File: config.mk
export PLATFORM = sky130hd
export DESIGN_NAME = lsu_mem_seq_flat
export DESIGN_NICKNAME = d
export VERILOG_FILES = /design/src/rtl/lsu_mem_seq_if.sv /design/src/rtl/lsu_mem_seq.sv /design/src/flat_wrapper.sv
export SDC_FILE = /design/constraint.sdc
export NUM_CORES = 1
export LEC_CHECK = 0
export BUFFER_PORTS_ARGS = -buffer_cell sky130_fd_sc_hd__buf_2
export CORE_UTILIZATION = 49
export DETAILED_ROUTE_END_ITERATION = 16
export PLACE_DENSITY = 0.84
export SETUP_SLACK_MARGIN = 0.4
export SLEW_MARGIN = 5
export SYNTH_ARGS = -nofsm -noshare
export SYNTH_HDL_FRONTEND = slang
export SYNTH_SLANG_ARGS = --single-unit
File: constraint.sdc
create_clock -name clk -period 2.1 [get_ports clk]
set_input_delay 0 -clock clk [delete_from_list [all_inputs] [get_ports clk]]
set_output_delay 0 -clock clk [all_outputs]
set_load 0.03 [all_outputs]
File: src/rtl/lsu_mem_seq_if.sv
// Bundle of the load/store request, response and single-port RAM signals.
// master = pipeline plus RAM side; slave = the sequencer.
interface lsu_mem_seq_if #(
  parameter int ADDR_W = 8
);
  logic              req;
  logic              we;
  logic [2:0]        func3;
  logic [31:0]       addr;
  logic [31:0]       wdata;
  logic              ready;
  logic              done;
  logic              err;
  logic [31:0]       rdata;
  logic              ram_ce;
  logic              ram_rd;
  logic              ram_wr;
  logic [ADDR_W-1:0] ram_addr;
  logic [31:0]       ram_rdata;
  logic [31:0]       ram_wdata;

  modport master (
    output req, we, func3, addr, wdata, ram_rdata,
    input  ready, done, err, rdata, ram_ce, ram_rd, ram_wr, ram_addr, ram_wdata
  );

  modport slave (
    input  req, we, func3, addr, wdata, ram_rdata,
    output ready, done, err, rdata, ram_ce, ram_rd, ram_wr, ram_addr, ram_wdata
  );
endinterface

File: src/rtl/lsu_mem_seq.sv
// RV32I load/store sequencer for a word-wide single-port RAM with one-cycle read
// latency; sub-word stores are done as read-modify-write.
module lsu_mem_seq #(
  parameter int ADDR_W = 8
) (
  input logic          clk,
  input logic          rst_n,
  lsu_mem_seq_if.slave bus
);
  typedef enum logic [2:0] {
    S_IDLE = 3'd0,
    S_RD   = 3'd1,
    S_CAP  = 3'd2,
    S_WR   = 3'd3,
    S_DONE = 3'd4,
    S_ERR  = 3'd5
  } state_t;

  state_t            state_reg, state_next;
  logic              we_reg;
  logic [2:0]        func3_reg;
  logic [1:0]        lane_reg;
  logic [ADDR_W-1:0] waddr_reg;
  logic [31:0]       wdata_reg;
  logic [31:0]       rdata_reg;

  logic              fault;
  logic [3:0]        be;
  logic [31:0]       wide;
  logic [31:0]       merged;
  logic [7:0]        sel_byte;
  logic [15:0]       sel_half;
  logic [31:0]       load_val;
  logic              unused_addr_hi;

  // Upper address bits only select beyond the RAM, so they wrap silently.
  assign unused_addr_hi = ^bus.addr[31:ADDR_W+2];

  always_comb begin
    fault = 1'b0;
    if (bus.we)
      fault = (bus.func3 > 3'd2);
    else
      fault = (bus.func3 == 3'd3) || (bus.func3 > 3'd5);
    if ((bus.func3[1:0] == 2'd1) && bus.addr[0])
      fault = 1'b1;
    if ((bus.func3 == 3'd2) && (bus.addr[1:0] != 2'd0))
      fault = 1'b1;
  end

  // Store data replicated across lanes; byte enables pick which lanes take it.
  always_comb begin
    be   = 4'hF;
    wide = wdata_reg;
    case (func3_reg[1:0])
      2'd0: begin
        be   = 4'b0001 << lane_reg;
        wide = {4{wdata_reg[7:0]}};
      end
      2'd1: begin
        be   = lane_reg[1] ? 4'b1100 : 4'b0011;
        wide = {2{wdata_reg[15:0]}};
      end
      default: ;
    endcase
  end

  generate
    for (genvar gi = 0; gi < 4; gi++) begin : g_lane
      assign merged[8*gi +: 8] = be[gi] ? wide[8*gi +: 8] : bus.ram_rdata[8*gi +: 8];
    end
  endgenerate

  always_comb begin
    case (lane_reg)
      2'd0:    sel_byte = bus.ram_rdata[7:0];
      2'd1:    sel_byte = bus.ram_rdata[15:8];
      2'd2:    sel_byte = bus.ram_rdata[23:16];
      default: sel_byte = bus.ram_rdata[31:24];
    endcase
    sel_half = lane_reg[1] ? bus.ram_rdata[31:16] : bus.ram_rdata[15:0];
    case (func3_reg)
      3'd0:    load_val = {{24{sel_byte[7]}}, sel_byte};
      3'd4:    load_val = {24'd0, sel_byte};
      3'd1:    load_val = {{16{sel_half[15]}}, sel_half};
      3'd5:    load_val = {16'd0, sel_half};
      default: load_val = bus.ram_rdata;
    endcase
  end

  always_ff @(posedge clk or negedge rst_n) begin
    if (!rst_n)
      state_reg <= S_IDLE;
    else
      state_reg <= state_next;
  end

  always_ff @(posedge clk or negedge rst_n) begin
    if (!rst_n) begin
      we_reg    <= 1'b0;
      func3_reg <= 3'd0;
      lane_reg  <= 2'd0;
      waddr_reg <= '0;
      wdata_reg <= 32'd0;
      rdata_reg <= 32'd0;
    end else begin
      if (state_reg == S_IDLE && bus.req) begin
        we_reg    <= bus.we;
        func3_reg <= bus.func3;
        lane_reg  <= bus.addr[1:0];
        waddr_reg <= bus.addr[ADDR_W+1:2];
        wdata_reg <= bus.wdata;
      end
      // Stores keep the merged word in wdata_reg for the WR cycle.
      if (state_reg == S_CAP) begin
        if (we_reg)
          wdata_reg <= merged;
        else
          rdata_reg <= load_val;
      end
    end
  end

  always_comb begin
    state_next = state_reg;
    case (state_reg)
      S_IDLE: begin
        if (bus.req) begin
          if (fault)
            state_next = S_ERR;
          else if (bus.we && (bus.func3 == 3'd2))
            state_next = S_WR;
          else
            state_next = S_RD;
        end
      end
      S_RD:    state_next = S_CAP;
      S_CAP:   state_next = we_reg ? S_WR : S_DONE;
      S_WR:    state_next = S_DONE;
      S_DONE:  state_next = S_IDLE;
      S_ERR:   state_next = S_IDLE;
      default: state_next = S_IDLE;
    endcase
  end

  always_comb begin
    bus.ready     = 1'b0;
    bus.done      = 1'b0;
    bus.err       = 1'b0;
    bus.ram_ce    = 1'b0;
    bus.ram_rd    = 1'b0;
    bus.ram_wr    = 1'b0;
    bus.ram_wdata = 32'd0;
    case (state_reg)
      S_IDLE: bus.ready = 1'b1;
      S_RD: begin
        bus.ram_ce = 1'b1;
        bus.ram_rd = 1'b1;
      end
      S_WR: begin
        bus.ram_ce    = 1'b1;
        bus.ram_wr    = 1'b1;
        bus.ram_wdata = wdata_reg;
      end
      S_DONE: bus.done = 1'b1;
      S_ERR: begin
        bus.done = 1'b1;
        bus.err  = 1'b1;
      end
      default: ;
    endcase
  end

  assign bus.ram_addr = waddr_reg;
  assign bus.rdata    = rdata_reg;
endmodule

File: src/flat_wrapper.sv
// flat-port wrapper written by rule: the top's interface ports become plain ports
module lsu_mem_seq_flat 
#(
  parameter int ADDR_W = 8
)
  (clk, rst_n, bus_req, bus_we, bus_func3, bus_addr, bus_wdata, bus_ram_rdata, bus_ready, bus_done, bus_err, bus_rdata, bus_ram_ce, bus_ram_rd, bus_ram_wr, bus_ram_addr, bus_ram_wdata);
  lsu_mem_seq_if #(.ADDR_W(ADDR_W)) bus_i ();
  input logic clk;
  input logic rst_n;
  input wire logic [$bits(bus_i.req)-1:0] bus_req;
  input wire logic [$bits(bus_i.we)-1:0] bus_we;
  input wire logic [$bits(bus_i.func3)-1:0] bus_func3;
  input wire logic [$bits(bus_i.addr)-1:0] bus_addr;
  input wire logic [$bits(bus_i.wdata)-1:0] bus_wdata;
  input wire logic [$bits(bus_i.ram_rdata)-1:0] bus_ram_rdata;
  output wire logic [$bits(bus_i.ready)-1:0] bus_ready;
  output wire logic [$bits(bus_i.done)-1:0] bus_done;
  output wire logic [$bits(bus_i.err)-1:0] bus_err;
  output wire logic [$bits(bus_i.rdata)-1:0] bus_rdata;
  output wire logic [$bits(bus_i.ram_ce)-1:0] bus_ram_ce;
  output wire logic [$bits(bus_i.ram_rd)-1:0] bus_ram_rd;
  output wire logic [$bits(bus_i.ram_wr)-1:0] bus_ram_wr;
  output wire logic [$bits(bus_i.ram_addr)-1:0] bus_ram_addr;
  output wire logic [$bits(bus_i.ram_wdata)-1:0] bus_ram_wdata;
  assign bus_i.req = bus_req;
  assign bus_i.we = bus_we;
  assign bus_i.func3 = bus_func3;
  assign bus_i.addr = bus_addr;
  assign bus_i.wdata = bus_wdata;
  assign bus_i.ram_rdata = bus_ram_rdata;
  assign bus_ready = bus_i.ready;
  assign bus_done = bus_i.done;
  assign bus_err = bus_i.err;
  assign bus_rdata = bus_i.rdata;
  assign bus_ram_ce = bus_i.ram_ce;
  assign bus_ram_rd = bus_i.ram_rd;
  assign bus_ram_wr = bus_i.ram_wr;
  assign bus_ram_addr = bus_i.ram_addr;
  assign bus_ram_wdata = bus_i.ram_wdata;
  lsu_mem_seq #(.ADDR_W(ADDR_W)) u_core (.clk(clk), .rst_n(rst_n), .bus(bus_i));
endmodule
==> results.py <==
metrics = {
    "synthesis": {
        "async_flop_share": 1.00,
        "synth_top_cell_area_share": 0.453,
        "synth.largest_area_cell": "dfrtp_1",
        "ys_warn_count": 0,
        "ys_seq_elements": 81,
        "ys_seq_area_frac": 0.453,
        "yosysMostFrequentCell": "dfrtp_1",
        "post_synth_inst_count": 477,
        "syn_area_per_cell_um2": 9.39,
        "yosys-top-cells-area": "dfrtp_1, a21oi_1, nand2_1, and2_1, o21ai_0",
        "synth_area_mm2": 0.00448,
        "synth_flop_cell": "dfrtp_1",
        "synth_cell_types": 47,
        "syn_nets": 580,
        "synth_edf_count": 0,
        "ys_top_cells_by_count": "dfrtp_1, nand2_1, a21oi_1, nor2_1, o21ai_0",
    },
    "cts": {
        "cts-htree-levels": 3,
        "cts_buffers": 9,
        "clk_pin_slew_ns": 0.09,
        "clkSinkCount": 81,
        "clock_latency_ns": 0.36,
        "cts-root-buf": "clkbuf_8",
        "clk_path_buf_depth": 2,
        "cts_tree": "built",
    },
    "global_routing": {
        "grt_first_pass_wirelength_um": 25900,
        "grt_pass1_vias": 5019,
        "grt_max_degree": 82,
        "antenna_found_initial": 0,
        "grtUsageTotal": 0.348,
        "grt_overflow_total": 0,
    },
    "setup_path": {
        "worst_r2r_path_depth": 5,
        "r2r_end": "u_core.wdata_reg[16]$_DFFE_PN0P_",
        "rr_startpoint": "u_core.state_reg[2]$_DFFE_PN0P_",
        "rrSetupSlack_ns": 0.33,
        "crit_type": "reg2out",
        "crit_end": "bus_ram_wdata[7]",
        "critPathLaunchType": "flip-flop",
        "cp_max_fo": 5,
        "max_stage_delay_ns": 0.44,
        "cp_num_buf_inv": 3,
        "path_cells": "clkinvlp_4 > buf_4 > nor4_1 > buf_2",
        "critPathLaunch": "u_core.state_reg[1]$_DFFE_PN0P_",
        "cp.depth": 4,
        "critPathArrivalTime_ns": 1.87,
        "critPathCaptureType": "primary output",
        "cp.required_ns": 2.10,
        "slowest_stage": "dfrtp_2",
        "crit_family": "buffers and inverters",
    },
    "final_layout": {
        "num_antenna_cells": 0,
        "nFillCells": 517,
        "fin_cells": 834,
        "drive_gt1_frac": 0.435,
        "syn_to_final_growth_pct": 56.8,
        "nNetsFinal": 824,
        "final_util": 0.801,
    },
    "power_and_ir_drop": {
        "power.total_mw": 10.6,
        "power_leakage_nw": 3.24,
        "ir_drop_v": 0.00106,
        "powerDensity_mw_per_mm2": 1510,
    },
    "sta": {
        "relSlewSlack": 0.616,
        "drv_slew": 0,
        "setup_viol": 0,
        "worst_hold_slack_ns": -0.0101,
        "timing.final.crit_share": 0.889,
        "period_minus_slack_ns": 1.87,
        "fmax_mhz": 535,
        "grt_setup_unrepaired": "yes",
        "tns_ns": 0,
        "skew_ns": 0.0104,
        "tightest_slew_ns": 0.574,
        "finalHoldViolCount": 3,
    },
    "placed_design": {
        "dp_hpwl_um": 10500,
        "place_inst": 722,
        "port_buffers": 158,
        "gp_congestion": 0.899,
    },
    "floorplanning": {
        "die_h_um": 97.6,
        "start_util": 0.511,
        "num_rows": 34,
        "dieArea_mm2": 0.00952,
        "core_mm2": 0.00876,
        "ios": 181,
        "die_w_um": 97.6,
    },
    "min_path": {
        "min_path_type": "in2reg",
    },
    "routing": {
        "drtPass1Iterations": 8,
        "wl_per_cell_um": 21.7,
        "ant_nets": 0,
        "drt_iter0_markers": 464,
        "vias": 5250,
        "drt_wl_total_um": 18100,
        "drc": 0,
        "vias_per_cell": 6.29,
    },
    "flow_run": {
        "cap_violations": 0,
    },
    "status": {
        "violations": "negative hold slack",
        "status": "complete, but fails checks",
    },
}
## logic make-up after synthesis
| family | share of synthesized area |
|---|---|
| compound gates | 0.265 |
| buf+inv | 0.0500 |
| flops | 0.453 |
| mux | 0.0564 |
| simple gates | 0.176 |
## cell usage in the layout (no fill, tap or decap), types with 14 or more instances in the layout
master / netlist / layout
a21oi_1: 43 / 29
a21oi_2: 1 / 14
a22oi_1: 14 / 14
buf_2: 5 / 132
buf_4: 0 / 41
buf_6: 3 / 23
dfrtp_1: 81 / 76
dlygate4sd3_1: 0 / 65
nand2_1: 51 / 49
nor2_1: 30 / 28
o21ai_0: 29 / 21
## routing by layer
| layer | GRT usage | part of all wire | vias to the layer above |
|---|---|---|---|
| met5 | 0 | 0 | - |
| met4 | 0.145 | 0.045 | 0 |
| met3 | 0.0590 | 0.089 | 78 |
| met2 | 0.568 | 0.49 | 388 |
| met1 | 0.458 | 0.38 | 2519 |
| li1 | - | - | 2265 |
## layout make-up
class / instances / area [um2] / share of cell area
tap: 108 / 135 / 0.0192
multi-input combinational: 345 / 2540 / 0.362
inverter: 13 / 61.3 / 0.00873
clock buffer: 10 / 138 / 0.0196
sequential: 81 / 2030 / 0.290
clock inverter: 6 / 91.3 / 0.0130
timing repair buffer: 271 / 2020 / 0.288
## tightest hold or removal path, cell delays in order
cell and delay, ns:
buf_2 0.15, a21oi_2 0.07, o21ai_2 0.10
## through the flow
step | hold slack [ns] | area [um2] | worst slack, ns
after floorplan | -0.296 | 4510 | 0.275
after global placement | 0.0572 | 5410 | 0.195
after detailed placement | 0.0608 | 5410 | 0.0561
after CTS | 0.00166 | 6510 | 0.318
after global routing | -0.00747 | 7020 | 0.238
final | -0.0101 | 7020 | 0.232
## worst min path at each step
| stage | cells after the start | to | start |
|---|---|---|---|
| final | 3 | u_core.bus.rdata[16]$_DFFE_PN0P_ | bus_ram_rdata[16] |
| after global routing | 3 | u_core.wdata_reg[2]$_DFFE_PN0P_ | bus_wdata[2] |
| after CTS | 3 | u_core.wdata_reg[2]$_DFFE_PN0P_ | bus_wdata[2] |
| after detailed placement | 2 | u_core.wdata_reg[11]$_DFFE_PN0P_ | rst_n |
| after global placement | 2 | u_core.wdata_reg[12]$_DFFE_PN0P_ | rst_n |
| after floorplan | 0 | u_core.bus.ram_addr[0]$_DFFE_PN0P_ | rst_n |
## report_power, final
| part | switching, mW | internal, mW | total [mW] | leakage (nW) |
|---|---|---|---|---|
| registers | 0.686 | 2.35 | 3.03 | 0.950 |
| logic | 3.84 | 2.41 | 6.25 | 2.17 |
| clock network | 0.631 | 0.707 | 1.34 | 0.116 |
| total | 5.15 | 5.46 | 10.6 | 3.24 |
## repair_timing
action | CTS | global route
resized for setup | 29 | 122
pin swaps | 2 | 16
endpoints found under the hold margin | 143 | 0
setup buffers | 15 | 12
endpoints found under the setup margin | 98 | 94
gates cloned | 1 | 3
hold buffers | 65 | 0
No activity file was read; power rests on OpenSTA's default activity.
